==> src/rtl/ifetch_pkg.sv <==
// Shared types and constants for the instruction-fetch unit.
package ifetch_pkg;

  localparam int XLEN    = 32;
  localparam int INSTR_W = 32;
  localparam int PC_STEP = 4;

  typedef struct packed {
    logic [XLEN-1:0]    pc;
    logic [INSTR_W-1:0] instr;
  } fetch_entry_t;

  typedef enum logic {
    ST_RUN   = 1'b0,
    ST_FAULT = 1'b1
  } state_t;

endpackage

==> src/rtl/fetch_queue.sv <==
// Small synchronous FIFO holding fetched {pc, instr} words; flush overrides push/pop.
// Handshake: push/pop are single-cycle strobes sampled at clk; head is valid whenever count != 0.
module fetch_queue #(
  parameter int DEPTH  = 2,
  parameter int DATA_W = 64
) (
  input  logic                     clk,
  input  logic                     rst_n,
  input  logic                     push,
  input  logic                     pop,
  input  logic                     flush,
  input  logic [DATA_W-1:0]        wdata,
  output logic [$clog2(DEPTH):0]   count,
  output logic [DATA_W-1:0]        head
);

  localparam int PTR_W = $clog2(DEPTH);
  localparam int CNT_W = PTR_W + 1;

  logic [DATA_W-1:0] mem [DEPTH];
  logic [PTR_W-1:0]  wptr;
  logic [PTR_W-1:0]  rptr;
  logic [CNT_W-1:0]  cnt;
  logic              do_pop;
  logic              do_push;

  assign do_pop  = pop & (cnt != '0);
  // A push into a full queue is only legal when the head leaves in the same cycle.
  assign do_push = push & ((cnt < CNT_W'(DEPTH)) | do_pop);
  assign count   = cnt;
  assign head    = mem[rptr];

  always_ff @(posedge clk or negedge rst_n) begin
    if (!rst_n) begin
      cnt  <= '0;
      wptr <= '0;
      rptr <= '0;
      for (int i = 0; i < DEPTH; i++) mem[i] <= '0;
    end else if (flush) begin
      cnt  <= '0;
      wptr <= '0;
      rptr <= '0;
    end else begin
      if (do_push) begin
        mem[wptr] <= wdata;
        wptr      <= wptr + 1'b1;
      end
      if (do_pop) rptr <= rptr + 1'b1;
      cnt <= cnt + CNT_W'(do_push) - CNT_W'(do_pop);
    end
  end

endmodule

==> src/rtl/ifetch_unit.sv <==
// Instruction-fetch initiator: PC register, fetch queue and RUN/FAULT control.
// Optional misaligned-redirect trap enabled by defining IFETCH_MISALIGN_TRAP_EN.
// Handshake: decode takes the head when if_valid & id_ready at clk; a redirect kills the head shown that cycle.
module ifetch_unit
  import ifetch_pkg::*;
#(
  parameter int                ADDR_W   = 32,
  parameter logic [ADDR_W-1:0] RESET_PC = '0,
  parameter int                FQ_DEPTH = 2
) (
  input  logic              clk,
  input  logic              rst_n,
  input  logic              fetch_en,
  output logic [ADDR_W-1:0] imem_addr,
  input  logic [31:0]       imem_instr,
  input  logic              redirect_valid,
  input  logic [ADDR_W-1:0] redirect_pc,
  output logic              if_valid,
  output logic [31:0]       if_instr,
  output logic [ADDR_W-1:0] if_pc,
  input  logic              id_ready,
  output logic              fetch_fault
);

  localparam int CNT_W  = $clog2(FQ_DEPTH) + 1;
  localparam int DATA_W = ADDR_W + INSTR_W;

  logic [ADDR_W-1:0] pc;
  logic [ADDR_W-1:0] redirect_target;
  logic [CNT_W-1:0]  count;
  logic [DATA_W-1:0] head;
  logic              fault;
  logic              redirect_take;
  logic              pop;
  logic              push;
  state_t            state;

`ifdef IFETCH_MISALIGN_TRAP_EN
  state_t state_next;
  logic   misaligned;

  assign misaligned = |redirect_pc[1:0];

  always_ff @(posedge clk or negedge rst_n) begin
    if (!rst_n) state <= ST_RUN;
    else        state <= state_next;
  end

  // FAULT is terminal until reset.
  always_comb begin
    state_next = state;
    case (state)
      ST_RUN:   if (redirect_valid && misaligned) state_next = ST_FAULT;
      ST_FAULT: state_next = ST_FAULT;
      default:  state_next = ST_RUN;
    endcase
  end

  assign redirect_target = misaligned ? redirect_pc : {redirect_pc[ADDR_W-1:2], 2'b00};
  assign fetch_fault     = fault;
`else
  assign state           = ST_RUN;
  assign redirect_target = {redirect_pc[ADDR_W-1:2], 2'b00};
  assign fetch_fault     = 1'b0;
`endif

  assign fault         = (state == ST_FAULT);
  // While faulted, imem_addr must keep showing the faulting PC, so redirects are ignored.
  assign redirect_take = redirect_valid & ~fault;
  assign if_valid      = (count != '0) & ~fault;
  assign pop           = if_valid & id_ready;
  assign push          = fetch_en & ~redirect_valid & ~fault &
                         ((count < CNT_W'(FQ_DEPTH)) | pop);
  assign imem_addr     = pc;
  assign if_pc         = head[DATA_W-1 -: ADDR_W];
  assign if_instr      = head[INSTR_W-1:0];

  always_ff @(posedge clk or negedge rst_n) begin
    if (!rst_n)             pc <= RESET_PC;
    else if (redirect_take) pc <= redirect_target;
    else if (push)          pc <= pc + ADDR_W'(PC_STEP);
  end

  fetch_queue #(
    .DEPTH  (FQ_DEPTH),
    .DATA_W (DATA_W)
  ) u_fetch_queue (
    .clk   (clk),
    .rst_n (rst_n),
    .push  (push),
    .pop   (pop & ~redirect_valid),
    .flush (redirect_take),
    .wdata ({pc, imem_instr}),
    .count (count),
    .head  (head)
  );

endmodule

==> config.mk <==
export PLATFORM = sky130hd
export DESIGN_NAME = ifetch_unit
export DESIGN_NICKNAME = d
export VERILOG_FILES = /design/src/rtl/ifetch_pkg.sv /design/src/rtl/fetch_queue.sv /design/src/rtl/ifetch_unit.sv
export SDC_FILE = /design/constraint.sdc
export NUM_CORES = 1
export LEC_CHECK = 0
export BUFFER_PORTS_ARGS = -buffer_cell sky130_fd_sc_hd__buf_2
export CORE_ASPECT_RATIO = 1.75
export CORE_MARGIN = 3
export CORE_UTILIZATION = 47
export CTS_BUF_LIST = sky130_fd_sc_hd__clkbuf_2
export DETAILED_ROUTE_END_ITERATION = 6
export GPL_TIMING_DRIVEN = 0
export PLACE_DENSITY = 0.74
export REMOVE_ABC_BUFFERS = 1
export SLEW_MARGIN = 20
export SYNTH_ARGS = -nofsm -noshare
export SYNTH_HDL_FRONTEND = slang
export SYNTH_SLANG_ARGS = --single-unit
==> constraint.sdc <==
create_clock -name clk -period 1.8 [get_ports clk]
set_clock_uncertainty 0.15 [all_clocks]
set_input_delay 0.27 -clock clk [delete_from_list [all_inputs] [get_ports clk]]
set_output_delay 0.27 -clock clk [all_outputs]
set_load 0.1 [all_outputs]
==> impl_metrics.tcl, run 1 <==
set metrics [dict create \
    syn_inst 555 \
    route.detailed.drc 0 \
    post-dp-hpwl_mm 11.5 \
    crit_required_ns 1.38 \
    avgSynthCellArea_sq_um 13.2 \
    final_cell_mix "130 x dfrtp_1, 123 x mux2_2, 96 x buf_6, 67 x dlygate4sd3_1, 66 x mux2_4" \
    yosysTopAreaCell "dfrtp_1" \
    power_leakage_uw 0.00575 \
    power_density_nw_per_um2 1460 \
    rsz0062_at_grt "yes" \
    cp-start-kind "flop" \
    ant_nets 0 \
    syn-cell-area_sq_um 7350 \
    worstPathArrival_ns 2.10 \
    stdcell_area_sq_um 12300 \
    track_usage_pct 30.2 \
    clock_path_buffers 2 \
    firstDrtPassIters 5 \
    grt_max_degree 89 \
    synth-edff-count 0 \
    vias 6339 \
    initialDrtViolationCount 347 \
    grt_pass1_vias 6926 \
    hold_path_class "input port to flop" \
    die_height_um 171 \
    critical_path_class "flop to output port" \
    avgRoutedWirePerCell_um 26.0 \
    cts_root_buf "clkbuf_2" \
    setup_slack_ns -0.717 \
    initial_utilization_pct 48.6 \
    layout-drive-gt1-share_pct 65.1 \
    yosys_warnings 0 \
    cts.clk_slew.worst_paths_ns 0.26 \
    endpoint_kind "output port" \
    area_growth_pct 68.0 \
    status "complete, but fails checks" \
    htree_levels 4 \
    cap_violations 0 \
    ys.flop_type "dfrtp_1" \
    failed_checks "setup timing" \
    seq_area_frac_synth_pct 53.8 \
    placed_area_sq_um 8370 \
    vdd_drop_max_mv 1.29 \
    layout_commonest_cell "dfrtp_1" \
    utilization_pct 81.6 \
    row_count 59 \
    io_buffer_count 159 \
    period_minus_slack_ns 2.52 \
    cts.sinks 158 \
    grt_antenna_before_repair 1 \
    synth-seq-cells 158 \
    ys_types 38 \
    die_area_sq_um 17200 \
    cts_made_buffers 17 \
    routed_wl_mm 28.5 \
    grt_first_pass_wirelength_mm 39.0 \
    final_max_slew_viol_count 0 \
    die_w_um 101 \
    setup_viol 240 \
    synth.area.top_cells "dfrtp_1 54%, mux2_2 28%, xnor2_1 3.0%, nand2_1 2.2%, o21ai_0 1.1%" \
    finalCritPeriodShare_pct 140 \
    boundaryPins 167 \
    grt-ovfl-total 0 \
    async_flop_share_pct 100 \
    final_hold_viol_count 0 \
    fmax_ghz 0.397 \
    vias_per_cell 5.77 \
    fin_nets 974 \
    slew_headroom_pct 52.5 \
    netlist.area_leader.share_pct 53.8 \
    core-area_sq_um 15100 \
    cp_max_fo 17 \
    cts_tree "done" \
    clock_latency_ns 0.74 \
    worst_slew_pin_slew_ns 0.712 \
    gp_congestion 0.776 \
]
## through the flow
step	setup TNS [ns]	cells	setup slack [ns]	power [uW]	hold slack, ns
final	-71.09	1098	-0.717	18000	0.133
after global routing	-84.10	1098	-0.776	18500	0.0881
after CTS	-68.18	1073	-0.712	17400	0.0736
after detailed placement	-104.75	873	-0.960	13300	0.172
after global placement	-797.18	866	-3.83	13000	0.315
after floorplan	-257.40	524	-2.02	12100	-0.176
## synth_stat cells (2+ instances only)
library cell / instances
nand4_4: 2
nor2_1: 11
xnor2_1: 25
nand3_1: 6
ha_1: 3
xor2_1: 7
mux2_1: 4
nand2_1: 43
nor4_1: 3
buf_2: 15
mux2_2: 185
nor4_4: 3
o21ai_0: 16
dfrtp_1: 158
nand3_2: 2
inv_1: 6
mux2i_1: 2
o21ai_1: 9
nand4_1: 2
nor2b_1: 2
clkbuf_1: 13
and3_1: 6
buf_4: 5
nor3_1: 13
## what timing repair did
item / in CTS / in global routing
pin swaps: 41 / 33
cloned: 12 / 4
resized for setup: 427 / 86
endpoints found under the hold margin: 253 / 25
hold buffers: 66 / 2
buffers inserted: 92 / 35
setup endpoints to repair: 244 / 245
## cell type report
class	count	area, sq um
inverter	6	22.5
tap	183	229
timing repair buffer	355	3910
sequential	158	3990
clock inverter	13	140
antenna	1	2.50
multi-input combinational	364	3960
fill	714	2790
clock buffer	18	90.1
## where the power goes
group	leakage (uW)	internal (uW)	switching, uW
combinational	0.00375	3800	6720
sequential	0.00188	4660	809
clock	0.000125	639	1400
total	0.00575	9090	8930
## cells by family (layout without fill, tap and decap cells)
logic type	Yosys count	after routing	share of synthesized area, %
AOI/OAI and AO/OA	27	27	1.92
xor gates and xnor gates	32	32	3.81
adders and majority gates	3	3	0.511
buffers and inverters	41	392	2.71
DFF	158	158	53.8
muxes	191	191	29.2
other	1	6	0.0510
and+or+nand+nor	102	106	7.98
## registers in the layout, indices dropped and copies added, names as in the netlist
name                 count
u_fetch_queue.rptr       1
u_fetch_queue.count      2
u_fetch_queue.mem      124
imem_addr               30
u_fetch_queue.wptr       1
## critical path, cell delays in order, from the launching register on
cell	delay (ns)
dfrtp_4	0.58
buf_16	0.20
mux2_2	0.38
buf_6	0.19
## worst paths after layout
check | endpoint | start | slack [ns] | cells after the start
worst min register to register | u_fetch_queue.mem[12] | u_fetch_queue.mem[12] | 0.39 | 1
min in group asynchronous | u_fetch_queue.mem[119] | rst_n | 0.45 | 3
worst max register to register | imem_addr[30] | imem_addr[13] | -0.32 | 7
max in group asynchronous | imem_addr[5] | rst_n | 0.19 | 4
worst min-delay path | imem_addr[22] | redirect_pc[22] | 0.13 | 4
worst max-delay path | if_pc[20] | u_fetch_queue.rptr | -0.72 | 3
## per-layer routing
metal	up-vias	track usage [%]	wire, um
met1	3239	31.6	9510
met4	0	14.4	1710
li1	2640	-	-
met5	-	0	0
met3	124	5.97	1750
met2	336	56.5	15600
(Power assumes the default switching activity.)
==> run 2, diff against run 1 <==
--- a/config.mk
+++ b/config.mk
@@ -14,7 +14,8 @@
 export GPL_TIMING_DRIVEN = 0
 export PLACE_DENSITY = 0.74
 export REMOVE_ABC_BUFFERS = 1
-export SLEW_MARGIN = 20
+export SETUP_SLACK_MARGIN = 0.15
+export SLEW_MARGIN = 15
 export SYNTH_ARGS = -nofsm -noshare
 export SYNTH_HDL_FRONTEND = slang
 export SYNTH_SLANG_ARGS = --single-unit
==> impl_metrics.tcl, run 2 (synthesis results as in run 1) <==
set metrics [dict create \
    status "complete, but fails checks" \
    failed_checks "setup timing" \
    worstPathArrival_ns 2.15 \
    critical_path_class "flop to output port" \
    power_density_nw_per_um2 1450 \
    fin_nets 991 \
    cp-start-kind "flop" \
    layout-drive-gt1-share_pct 66.7 \
    largest_reg_flops 124 \
    boundaryPins 167 \
    vdd_drop_max_mv 1.23 \
    fmax_ghz 0.389 \
    crit_required_ns 1.38 \
    grt_antenna_before_repair 1 \
    cts.clk_slew.worst_paths_ns 0.26 \
    cts_tree "done" \
    cts.sinks 158 \
    setup_slack_ns -0.768 \
    cp_cell_sequence "buf_12, clkbuf_16, mux2_2, buf_6" \
    grt-ovfl-total 0 \
    finalCritPeriodShare_pct 143 \
    htree_levels 4 \
    endpoint_kind "output port" \
    post-dp-hpwl_mm 11.5 \
    period_minus_slack_ns 2.57 \
    cpPeakStageDelay_ns 0.60 \
    die_height_um 171 \
    cp_max_fo 8 \
    initial_utilization_pct 48.6 \
    cts_root_buf "clkbuf_2" \
    grt_pass1_vias 7044 \
    grt_first_pass_wirelength_mm 39.9 \
    ant_nets 0 \
    final_hold_viol_count 0 \
    dpl.cell_count 873 \
    route.detailed.drc 0 \
    gp_congestion 0.776 \
    finalNonFillerCells 1115 \
    initialDrtViolationCount 353 \
    die_w_um 101 \
    stdcell_area_sq_um 12700 \
    clock_path_buffers 2 \
    core-area_sq_um 15100 \
    cts_made_buffers 17 \
    final_max_slew_viol_count 0 \
    dp_slack_ns -0.943 \
    top_register "u_fetch_queue.mem" \
    area_growth_pct 72.6 \
    cap_violations 0 \
    avgRoutedWirePerCell_um 27.7 \
    vias 6587 \
    vias_per_cell 5.91 \
    finalHoldWorstSlack_ns 0.0951 \
    grt_max_degree 89 \
    track_usage_pct 31.0 \
    row_count 59 \
    io_buffer_count 159 \
    routed_wl_mm 30.9 \
    power_leakage_uw 0.00592 \
    rsz0062_at_grt "yes" \
    firstDrtPassIters 5 \
    slowest_stage "dfrtp_4" \
    final_cell_mix "129 x dfrtp_1, 121 x mux2_2, 85 x buf_4, 74 x buf_6" \
    hold_path_class "input port to flop" \
    layout_commonest_cell "dfrtp_1" \
    clock_latency_ns 0.74 \
    placed_area_sq_um 8370 \
    setup_viol 239 \
    die_area_sq_um 17200 \
]
run 2: changes by cell type in the layout (fill, tap and decap cells not counted), sizes merged:
| cell | previous run | this run |
|---|---|---|
| buf | 286 | 300 |
| clkbuf | 20 | 23 |
| dlygate4sd3 | 67 | 68 |
| nand2 | 46 | 45 |
run 2: worst paths after layout:
| check | startpoint | end | slack, ns | cells after the start |
|---|---|---|---|---|
| hold / removal | fetch_en | imem_addr[12] | 0.1 | 6 |
| hold reg to reg | u_fetch_queue.mem[12] | u_fetch_queue.mem[12] | 0.38 | 1 |
| max in group asynchronous | rst_n | imem_addr[6] | 0.27 | 4 |
| setup reg to reg | imem_addr[13] | imem_addr[28] | -0.38 | 7 |
| setup / recovery | u_fetch_queue.rptr | if_pc[20] | -0.77 | 4 |
| min in group asynchronous | rst_n | u_fetch_queue.mem[55] | 0.44 | 3 |
run 2: worst max-delay path, delay by kind of cell (launching register included):
family	cells	cell delay (ns)
flops	1	0.60
buf+inv	3	0.52
mux	1	0.30
run 2: metal layers:
| metal | track usage, % | up-vias | routed length [um] |
|---|---|---|---|
| li1 | - | 2688 | - |
| met2 | 55.9 | 399 | 16800 |
| met4 | 18.8 | 0 | 2240 |
| met5 | 0 | - | 0 |
| met1 | 32.2 | 3353 | 10100 |
| met3 | 6.90 | 147 | 1800 |
run 2: timing repair:
item                       4_1_cts  5_1_grt
resized for setup              393      109
gates cloned                    14        6
pin swaps                       38       34
hold buffers                    67        3
hold endpoints to repair       253       21
buffers inserted                85       35
setup endpoints to repair      246      311
run 2: through the flow:
step           power (uW)  util [%]  TNS [ns]
6_report            18300      83.8    -79.91
2_1_floorplan       12100         -   -257.40
3_5_place_dp        13300      55.3   -101.05
5_1_grt             18800      83.8    -95.15
4_1_cts             17200      77.6    -68.07
3_3_place_gp        13000      54.3   -797.18
run 2: layout make-up:
class | instances | area (sq um)
timing repair buffer | 373 | 4210
inverter | 6 | 22.5
sequential | 158 | 3990
antenna | 1 | 2.50
fill | 619 | 2450
clock buffer | 18 | 90.1
tap | 183 | 229
multi-input combinational | 363 | 4000
clock inverter | 13 | 140
run 2: where the power goes:
part	internal [uW]	switching, uW	total, uW
Combinational	3870	6860	10700
Sequential	4660	865	5530
Clock	639	1450	2090
